**src/rtl/fetch_unit.sv**
```systemverilog
`default_nettype none
// ============================================================================
// Module  : fetch_unit
// Brief   : Program counter and instruction-fetch stage with branch redirect,
//           wrong-path squash, stall hold register and Start/Done handshake.
// Revision: 1.0 - initial release
// ============================================================================
module fetch_unit #(
    parameter int                 PC_W         = 10,
    parameter int                 INSTR_W      = 9,
    parameter logic [INSTR_W-1:0] BUBBLE_INSTR = '0
) (
    input  logic               Clk,
    input  logic               Reset,
    input  logic               Start,
    input  logic               Stall,
    input  logic               BranchEn,
    input  logic               Taken,
    input  logic               BranchRel,
    input  logic [PC_W-1:0]    Target,
    input  logic               Ack,
    output logic [PC_W-1:0]    RomAddr,
    input  logic [INSTR_W-1:0] InstrIn,
    output logic [INSTR_W-1:0] Instr,
    output logic               InstrValid,
    output logic [PC_W-1:0]    DecPC,
    output logic               Done,
    output logic [31:0]        CycleCount
);

    localparam logic [1:0] S_IDLE = 2'd0;
    localparam logic [1:0] S_LOAD = 2'd1;
    localparam logic [1:0] S_RUN  = 2'd2;
    localparam logic [1:0] S_DONE = 2'd3;

    localparam logic [PC_W-1:0] c_pc_one  = PC_W'(1);
    localparam logic [31:0]     c_cnt_max = 32'hFFFF_FFFF;

    logic [1:0]         r_state;
    logic [1:0]         w_next;
    logic [PC_W-1:0]    r_pc;
    logic [PC_W-1:0]    r_decpc;
    logic               r_valid;
    logic               r_done;
    logic [31:0]        r_cnt;
    logic               r_held;
    logic [INSTR_W-1:0] r_hold;

    logic               w_taken;
    logic [PC_W-1:0]    w_target;
    logic [PC_W-1:0]    w_pc_next;
    logic [INSTR_W-1:0] w_instr;

    always_ff @(posedge Clk or posedge Reset) begin
        if (Reset) begin
            r_state <= S_IDLE;
        end else begin
            r_state <= w_next;
        end
    end

    always_comb begin
        w_next = r_state;
        case (r_state)
            S_IDLE: if (Start) w_next = S_LOAD;
            S_LOAD: if (!Start) w_next = S_RUN;
            S_RUN: begin
                if (Start) begin
                    w_next = S_LOAD;
                end else if (Ack && r_valid && !Stall) begin
                    w_next = S_DONE;
                end
            end
            S_DONE: if (Start) w_next = S_LOAD;
            default: w_next = S_IDLE;
        endcase
    end

    // Relative targets wrap naturally in PC_W bits; the offset already spans PC_W.
    assign w_taken   = BranchEn && Taken && r_valid && !Stall;
    assign w_target  = BranchRel ? (r_decpc + Target) : Target;
    assign w_pc_next = w_taken ? w_target : (r_pc + c_pc_one);

    // ROM data lines up with DecPC only on the cycle after an advance; after that the hold register owns the slot.
    assign w_instr = r_held  ? r_hold :
                     r_valid ? InstrIn : BUBBLE_INSTR;

    always_ff @(posedge Clk or posedge Reset) begin
        if (Reset) begin
            r_pc    <= '0;
            r_decpc <= '0;
            r_valid <= 1'b0;
            r_done  <= 1'b0;
            r_cnt   <= '0;
            r_held  <= 1'b0;
            r_hold  <= BUBBLE_INSTR;
        end else if (w_next == S_LOAD) begin
            r_pc    <= '0;
            r_valid <= 1'b0;
            r_done  <= 1'b0;
            r_cnt   <= '0;
            r_held  <= 1'b0;
        end else if (r_state == S_RUN) begin
            if (r_cnt != c_cnt_max) begin
                r_cnt <= r_cnt + 32'd1;
            end
            if (w_next == S_DONE) begin
                r_done  <= 1'b1;
                r_valid <= 1'b0;
                r_held  <= 1'b0;
            end else if (Stall) begin
                r_held <= 1'b1;
                if (!r_held) begin
                    r_hold <= w_instr;
                end
            end else begin
                r_held  <= 1'b0;
                r_decpc <= r_pc;
                r_valid <= !w_taken;
                r_pc    <= w_pc_next;
            end
        end
    end

    assign RomAddr    = r_pc;
    assign Instr      = w_instr;
    assign InstrValid = r_valid;
    assign DecPC      = r_decpc;
    assign Done       = r_done;
    assign CycleCount = r_cnt;

endmodule
`default_nettype wire

```
**config.mk**
```make
export PLATFORM = sky130hd
export DESIGN_NAME = fetch_unit
export DESIGN_NICKNAME = d
export VERILOG_FILES = /design/src/rtl/fetch_unit.sv
export SDC_FILE = /design/constraint.sdc
export NUM_CORES = 1
export LEC_CHECK = 0
export CAP_MARGIN = 30
export CELL_PAD_IN_SITES_DETAIL_PLACEMENT = 1
export CELL_PAD_IN_SITES_GLOBAL_PLACEMENT = 1
export CORE_AREA = 2 2 105 107
export CTS_CLUSTER_DIAMETER = 150
export DETAILED_ROUTE_END_ITERATION = 8
export DIE_AREA = 0 0 107 109
export PLACE_DENSITY_LB_ADDON = 0.1
export RECOVER_POWER = 100
export SKIP_CTS_REPAIR_TIMING = 1
export SYNTH_ARGS = -nofsm -noshare
export SYNTH_HDL_FRONTEND = slang
export SYNTH_SLANG_ARGS = --single-unit
```
**constraint.sdc**
```tcl
create_clock -name Clk -period 2.6 [get_ports Clk]
set_input_delay 0.52 -clock Clk [delete_from_list [all_inputs] [get_ports Clk]]
set_output_delay 0.52 -clock Clk [all_outputs]
set_load 0.02 [all_outputs]
```
## Word level (Yosys, flattened, before mapping)

Cells that the tools add are included.

| word-level totals | value |
|---|---|
| register bits after elaboration | 66 |
| input port bits | 27 |
| output and inout bits | 63 |
| logic and storage cells | 69 |

| cells by class | value |
|---|---|
| $add $sub $neg | 3 |
| eq/ne operators | 9 |
| muxes and demuxes | 27 |
| bitwise logic cells | 4 |
| reduce and logical (&&, ||, !) cells | 18 |

Operators by type and width:

| kind | number |
|---|---|
| two-way mux 32 bit | 3 |
| two-way mux 10 bit | 6 |
| adder 32 x 1 -> 32 bit, second input constant | 1 |
| inequality test 32 bit, second input constant | 1 |
| two-way mux 9 bit | 2 |
| two-way mux 1 bit | 11 |
| adder 10 x 1 -> 10 bit, second input constant | 1 |
| adder 10 bit | 1 |
| two-way mux 2 bit | 4 |
| == test 2 bit, second input constant | 3 |
| one-hot mux 2 bit (3 select lines) | 1 |
| AND reduction 2 bit | 3 |
| nonzero test 2 bit | 3 |
| logical AND 1 bit | 5 |
| AND reduction 5 bit | 1 |
| == test 2 x 1 -> 1 bit, second input constant | 2 |
| inverter 1 bit | 4 |
| AND reduction 4 bit | 1 |
| inequality test 3 x 1 -> 1 bit, second input constant | 1 |
| AND reduction 3 bit | 1 |
| logical NOT 1 bit | 2 |
| logical NOT 2 bit | 1 |
| inequality test 2 x 1 -> 1 bit, second input constant | 1 |
| inequality test 2 bit, second input constant | 1 |
| OR reduction 2 bit | 1 |

## Logic depth before layout (Yosys ltp)

Gate-level depths: netlist (run 1).

| logic depth | value |
|---|---|
| depth after elaboration | 9 |
| depth in mapped cells | 10 |
| depth with buffers taken out | 10 |

## Least setup slack after synthesis (run 1)

No wires, ideal clock.

| timing | value |
|---|---|
| path type | reg2reg |
| from | register r_state[0] |
| to | register r_cnt[25], in the netlist CycleCount[25] |
| library setup time | 0.132 ns |
| arrival time | 2.144 ns |
| data required time | 2.468 ns |
| path slack | 0.325 ns |
| stages on the path, launching flop included | 11 |
| path buffers | 1 |
| clock period less this slack | 2.275 ns |
| path through | dfrtp_1 -> inv_1 -> ha_1 -> buf_2 -> or2_2 -> a31oi_1 -> o32ai_4 -> o2111a_2 -> and3_1 -> xnor2_1 -> nor2_1 |

| between the ends | value |
|---|---|
| longest elaborated chain between the ends | 6 |
| elaborated cells between the ends (all ways) | 15 |
| classes of those cells | eq/ne (4); mux (6); reduce/logical (5) |

RTL lines:

| what | RTL line | RTL |
|---|---|---|
| from (decl) | 39 | `logic [1:0] r_state;` |
| from (signal assigned) | 58 | `r_state <= w_next;` |
| == test 2 bit (tied with other cells) | 64 | `case (r_state)` |
| OR reduction 2 bit (no line) / two-way mux 2 bit (equally long branches) | - |  |
| one-hot mux 2 bit (3 select lines) | 64 |  |
| == test 2 x 1 -> 1 bit | 97 | `end else if (w_next == S_LOAD) begin` |
| nonzero test 2 bit (no line) | - |  |
| AND reduction 2 bit (no line) | - |  |
| to (signal assigned) | 105 | `r_cnt <= r_cnt + 32'd1;` |
| to (decl) | 45 | `logic [31:0] r_cnt;` |

Parallel ways exist; a longest one is shown, timed or not.
A chain may end at the register's enable or synchronous reset.

## Worst setup path in the final report (run 1)

| timing | value |
|---|---|
| from | input port Target[3] |
| to | register r_pc[9], in the netlist RomAddr[9] |

| between the ends | value |
|---|---|
| longest elaborated chain between the ends | 7 |

RTL lines:

| what | RTL line | RTL |
|---|---|---|
| from (decl) | 20 | `input logic [PC_W-1:0] Target,` |
| adder 10 bit | 81 | `assign w_target = BranchRel ? (r_decpc + Target) : Target;` |
| two-way mux 10 bit | 81 |  |
| two-way mux 10 bit | 82 | `assign w_pc_next = w_taken ? w_target : (r_pc + c_pc_one);` |
| two-way mux 10 bit | 111 | `end else if (Stall) begin` |
| two-way mux 10 bit | 107 | `if (w_next == S_DONE) begin` |
| two-way mux 10 bit | 103 | `end else if (r_state == S_RUN) begin` |
| two-way mux 10 bit | 97 |  |
| to (signal assigned) | 120 | `r_pc <= w_pc_next;` |
| to (decl) | 41 | `logic [PC_W-1:0] r_pc;` |

No other way between the ends. The select of a mux whose other input is x is not followed.

==> results.ini, run 1 <==
[cells_and_area]
final_cells = 699
final_nets = 595
fillers = 1263
drive_gt1_frac = 0.107
area_growth_pct = 38.9
n_antenna_cell = 0

[setup_path]
cp.required_ns = 2.82
critical_path_arrival_ns = 2.67
cp-start-kind = input port
crit_path_end_kind = flip-flop
cp_max_fo = 3
crit_type = input port to flip-flop

[sta]
finalWorstSetupSlack_ns = 0.144
slew_violations = 0
timing_hold_violations_final = 0
worst_pin_slew_ns = 0.804
hold_slack_ns = 0.482
setup_viol_count_final = 0
rsz0062_at_grt = false
setup_tns_ns = 0
period_share = 0.944
fin_skew_ns = 0.0101
maxSlewHeadroom = 0.464
fmax_mhz = 407
period_needed_ns = 2.46

[detailed_routing]
wl_per_cell_um = 16.1
wl_um = 11200
vias_per_cell = 5.22
postRouteAntennaNets = 0
first_pass_iters = 4
drtIter0Drc = 155
vias = 3648
drc = 0

[floorplan]
die_x_um = 107
rows = 38
dieHeight_um = 109
start_util = 0.360
die_area_um2 = 11700
io_pins = 90
core_um2 = 10600

[run_status]
status = completed

[clock_tree]
cts_tree = built
clockBufferDepth = 2
numCtsBuffers = 9
cts.reportedPaths.clkPinSlew_ns = 0.08
clock_latency_ns = 0.34
htreeDepth = 3
cts-root-buf = clkbuf_8
clkSinkCount = 66

[synth]
yosys-top-cells-area = dfrtp_1 (43%), nand2_1 (8.1%), o21ai_0 (4.5%), nor2_1 (4.4%), xor2_1 (4.4%)
syn-num-nets = 480
avgSynthCellArea_um2 = 8.69
synth.top_cell.area_share = 0.433
ys_seq_elements = 66
synthArstFlopShare = 1.00
yosys_warnings = 0
netlist_area_um2 = 3810
synth-edff-count = 0
synth_area_leader_cell = dfrtp_1
ys_seq_area_frac = 0.433
yosysUniqueCellTypes = 51
syn_inst = 439
synth_flop_cell = dfrtp_1

[grt]
grt_pass1_vias = 3825
grt_usage = 0.202
antenna_found_initial = 0
grt_pass1_wl_um = 18700
grt_overflow = 0
use_met1 = 0.259
grt_use_met2 = 0.351
busiest_layer = met2
grt_max_degree = 56
grt_util_met3 = 0.0400

[power]
leakage_nw = 2.59
p_sw_mw = 1.39
finalPower_mw = 3.63
pwr-share-seq = 0.354
vdd_drop_max_mv = 0.273
intPower_mw = 2.24
power_frac_clock = 0.261
p_per_area_nw_per_um2 = 686
switching_share = 0.382
combPwrFrac = 0.385

[placement]
routabilityCongestion = 0.837
dp.cells = 682
portBuffers = 89
pre_cts_slack_ns = -0.397
hpwl_um = 8250

[job]
drv_cap = 0

[hold_path]
hp-class = flip-flop to flip-flop

final cells by class:
type / instances / area (µm²) / area share
tap: 140 / 175 / 0.0331
sequential: 66 / 1650 / 0.312
clock buffer: 15 / 186 / 0.0352
timing repair buffer: 120 / 1120 / 0.212
multi-input combinational: 342 / 2070 / 0.391
inverter: 15 / 56.3 / 0.0106
clock inverter: 1 / 30.0 / 0.00567
final timing paths:
path                                             from                          to  slack (ns)  depth (start not counted)
worst max-delay path                        Target[3]      RomAddr[9]$_DFFE_PP0P_        0.14                          9
min in group asynchronous                       Reset  CycleCount[28]$_DFFE_PP0P_        0.63                          2
worst max register to register   r_state[0]$_DFF_PP0_  CycleCount[25]$_DFFE_PP0P_        0.18                          9
worst min-delay path            r_hold[7]$_DFFE_PP0P_       r_hold[7]$_DFFE_PP0P_        0.48                          2
worst min register to register  r_hold[7]$_DFFE_PP0P_       r_hold[7]$_DFFE_PP0P_        0.48                          2
max in group asynchronous                       Reset          r_held$_DFFE_PP0P_        0.72                          3
cells by family (layout without fill, tap and decap cells):
kind of cell,after synthesis,after routing,share of synthesized area
and+or+nand+nor,209,209,0.265
AOI/OAI and AO/OA,85,85,0.142
DFF,66,66,0.433
buffers and inverters,31,151,0.0312
xor gates and xnor gates,28,28,0.0643
adders and majority gates,14,14,0.0479
muxes,6,6,0.0164
layout by cell type, fill, tap and decap left out, types with 8 or more instances in the layout:
cell type | Yosys | final
a21oi_1 | 22 | 21
and3_1 | 18 | 18
buf_4 | 0 | 24
clkbuf_8 | 0 | 13
clkdlybuf4s50_1 | 0 | 33
dfrtp_1 | 66 | 65
dlygate4sd3_1 | 0 | 55
ha_1 | 13 | 13
inv_1 | 15 | 15
nand2_1 | 82 | 82
nand3_1 | 14 | 14
nand4_1 | 14 | 14
nor2_1 | 45 | 45
o21ai_0 | 34 | 33
or3_1 | 8 | 8
xnor2_1 | 9 | 9
xor2_1 | 19 | 19
Yosys cell counts, types with 8 or more instances:
master,count
inv_1,15
a21oi_1,22
nand4_1,14
xor2_1,19
o21ai_0,34
nor2_1,45
clkbuf_1,13
dfrtp_1,66
nand3_1,14
xnor2_1,9
or3_1,8
and3_1,18
ha_1,13
nand2_1,82
per-layer routing:
metal / vias to the layer above / share of wire
li1: 1775 / -
met5: - / 0
met4: 0 / 0.013
met1: 1792 / 0.46
met3: 14 / 0.035
met2: 67 / 0.50
state kept, by name, summed over array words and instances (netlist names):
| signal | count |
|---|---|
| CycleCount | 32 |
| DecPC | 10 |
| Done | 1 |
| InstrValid | 1 |
| RomAddr | 10 |
| r_held | 1 |
| r_hold | 9 |
| r_state | 2 |
critical path, stage by stage:
cell and delay, ns:
clkdlybuf4s50_1 0.42, ha_1 0.32, a21o_1 0.20, a21oi_2 0.20, a21oi_1 0.12, or3_1 0.34, and4_1 0.23, o31ai_2 0.21
o211ai_1 0.11
metrics by stage:
stage	util	area [µm²]
2_1_floorplan	-	3810
3_3_place_gp	0.478	5070
3_5_place_dp	0.478	5070
4_1_cts	0.498	5280
5_1_grt	0.500	5300
6_report	0.500	5300
power groups by stage:
stage / Clock [mW] / Sequential (mW) / Combinational [mW]
floorplan: 0 / 1.32 / 0.803
detailed placement: 0 / 1.30 / 1.46
CTS: 0.973 / 1.29 / 1.47
global route: 1.02 / 1.31 / 1.56
global placement: 0 / 1.30 / 1.42
finish: 0.947 / 1.29 / 1.40
No activity file was read; power rests on OpenSTA's default activity.
==> inputs of run 2 (changes only) <==
--- a/config.mk
+++ b/config.mk
@@ -12,6 +12,7 @@
 export CTS_CLUSTER_DIAMETER = 150
 export DETAILED_ROUTE_END_ITERATION = 8
 export DIE_AREA = 0 0 107 109
+export MAX_ROUTING_LAYER = met4
 export PLACE_DENSITY_LB_ADDON = 0.1
 export RECOVER_POWER = 100
 export SKIP_CTS_REPAIR_TIMING = 1
==> run 2 against run 1 <==
Net effect: cell area barely moved; non-clock buffer count did not move; flip-flop and latch count did not move; power barely moved; wire length barely moved; cell count did not move; sequential share of layout area barely moved; count of clock-buffer cells in the layout did not move; register-to-register slack got worse by 0.03 ns; global-route usage rose by 0.65 points; critical path type unchanged.
==> results.ini, run 2 (synthesized netlist as in run 1, its figures left out) <==
[grt]
grt_pass1_wl_um = 18700  ; about the same
grt_pass1_vias = 3816  ; -0.24%
grt_usage = 0.209  ; +0.00648
antenna_found_initial = 0  ; unchanged
grt_max_degree = 56  ; unchanged
grt_overflow = 0  ; unchanged

[power]
p_per_area_nw_per_um2 = 686  ; about the same
leakage_nw = 2.59  ; -0.12%
vdd_drop_max_mv = 0.273  ; -0.16%

[sta]
timing_hold_violations_final = 0  ; unchanged
fin_skew_ns = 0.0105  ; +0.000356 ns
slew_violations = 0  ; unchanged
setup_viol_count_final = 0  ; unchanged
maxSlewHeadroom = 0.460  ; -0.00388
hold_slack_ns = 0.482  ; +0.00000100 ns
worst_pin_slew_ns = 0.809  ; +0.00582 ns
period_share = 0.943  ; -0.00103
period_needed_ns = 2.45  ; -0.00267 ns
rsz0062_at_grt = false
fmax_mhz = 408  ; +0.11%

[setup_path]
critical_path_arrival_ns = 2.67  ; about the same
cp-start-kind = input port
r2r-end = CycleCount[25]$_DFFE_PP0P_
reg2reg_depth = 9  ; unchanged
reg2reg_slack_ns = 0.15  ; -0.03 ns
cp.required_ns = 2.82  ; about the same
crit_type = input port to flip-flop
crit_path_end_kind = flip-flop
cp_max_fo = 3  ; unchanged
r2r-start = r_state[0]$_DFF_PP0_

[clock_tree]
cts-root-buf = clkbuf_8
numCtsBuffers = 9  ; unchanged
htreeDepth = 3  ; unchanged
clkSinkCount = 66  ; unchanged
cts_tree = built
clock_latency_ns = 0.34  ; about the same
cts.reportedPaths.clkPinSlew_ns = 0.08  ; about the same
clockBufferDepth = 2  ; unchanged

[floorplan]
dieHeight_um = 109  ; unchanged
io_pins = 90  ; unchanged
start_util = 0.360  ; unchanged
die_x_um = 107  ; unchanged
rows = 38  ; unchanged
die_area_um2 = 11700  ; unchanged
core_um2 = 10600  ; unchanged

[cells_and_area]
largest_reg_flops = 32  ; unchanged
area_growth_pct = 38.9  ; about the same
final_common_cell = nand2_1
final_design_area_no_fill_um2 = 5300  ; about the same
drive_gt1_frac = 0.106  ; -0.00179
n_antenna_cell = 0  ; unchanged
final_nets = 595  ; unchanged
final_cell_mix = nand2_1 (82), dfrtp_1 (65), dlygate4sd3_1 (55)

[hold_path]
hp-class = flip-flop to flip-flop
min_path_cells = 2  ; unchanged
min-delay-start = r_hold[7]$_DFFE_PP0P_
min_to = r_hold[7]$_DFFE_PP0P_

[placement]
routabilityCongestion = 0.850  ; +1.5%
placedInstanceArea_um2 = 5070  ; unchanged
portBuffers = 89  ; unchanged
hpwl_um = 8250  ; unchanged

[detailed_routing]
vias_per_cell = 5.22  ; about the same
first_pass_iters = 4  ; unchanged
wl_per_cell_um = 16.1  ; about the same
postRouteAntennaNets = 0  ; unchanged
drc = 0  ; unchanged
drtIter0Drc = 165  ; +6.5%
wl_um = 11200  ; about the same
vias = 3647  ; -0.027%

[job]
drv_cap = 0  ; unchanged

[run_status]
status = completed

==> run 2: how the worst max path moves through the flow <==
stage / startpoint / endpoint / cells after the start
floorplan: r_state[0]$_DFF_PP0_ / CycleCount[25]$_DFFE_PP0P_ / 10
global placement: Target[0] / RomAddr[8]$_DFFE_PP0P_ / 11
detailed placement: Target[0] / RomAddr[8]$_DFFE_PP0P_ / 11
CTS: Target[0] / RomAddr[8]$_DFFE_PP0P_ / 11
global route: Target[0] / RomAddr[8]$_DFFE_PP0P_ / 11
finish: Target[3] / RomAddr[9]$_DFFE_PP0P_ / 9
==> run 2: power breakdown <==
part	switching, mW	internal [mW]	total (mW)
logic	0.855	0.541	1.40
clock network	0.399	0.550	0.949
registers	0.137	1.15	1.29
total	1.39	2.24	3.63
==> run 2: stage by stage <==
stage	power [mW]	setup TNS [ns]	instances	utilization	worst slack [ns]
after floorplan	2.12	0	439	-	0.325
after global placement	2.72	-0.567	682	0.478	-0.275
after detailed placement	2.77	-1.13	682	0.478	-0.397
after CTS	3.73	-0.0181	698	0.498	-0.0181
after global routing	3.89	0	699	0.500	0.0127
final	3.63	0	699	0.500	0.147
==> run 2: cell type report <==
class	instances	area (µm²)
clock buffer	15	186
timing repair buffer	120	1120
sequential	66	1650
inverter	15	56.3
clock inverter	1	30.0
tap	140	175
fill	1263	5310
multi-input combinational	342	2070
==> run 2: critical path, cell delays in order <==
cell,delay (ns)
clkdlybuf4s50_1,0.42
ha_1,0.32
a21o_1,0.20
a21oi_2,0.20
a21oi_1,0.12
or3_1,0.34
and4_1,0.23
o31ai_2,0.21
o211ai_1,0.11
==> run 2: per-layer routing <==
| metal | vias up | wire (µm) | global-route usage |
|---|---|---|---|
| met5 | - | 0 | - |
| met4 | 0 | 168 | 0.0529 |
| met3 | 15 | 398 | 0.0406 |
| met2 | 75 | 5570 | 0.350 |
| met1 | 1783 | 5090 | 0.260 |
| li1 | 1774 | - | - |
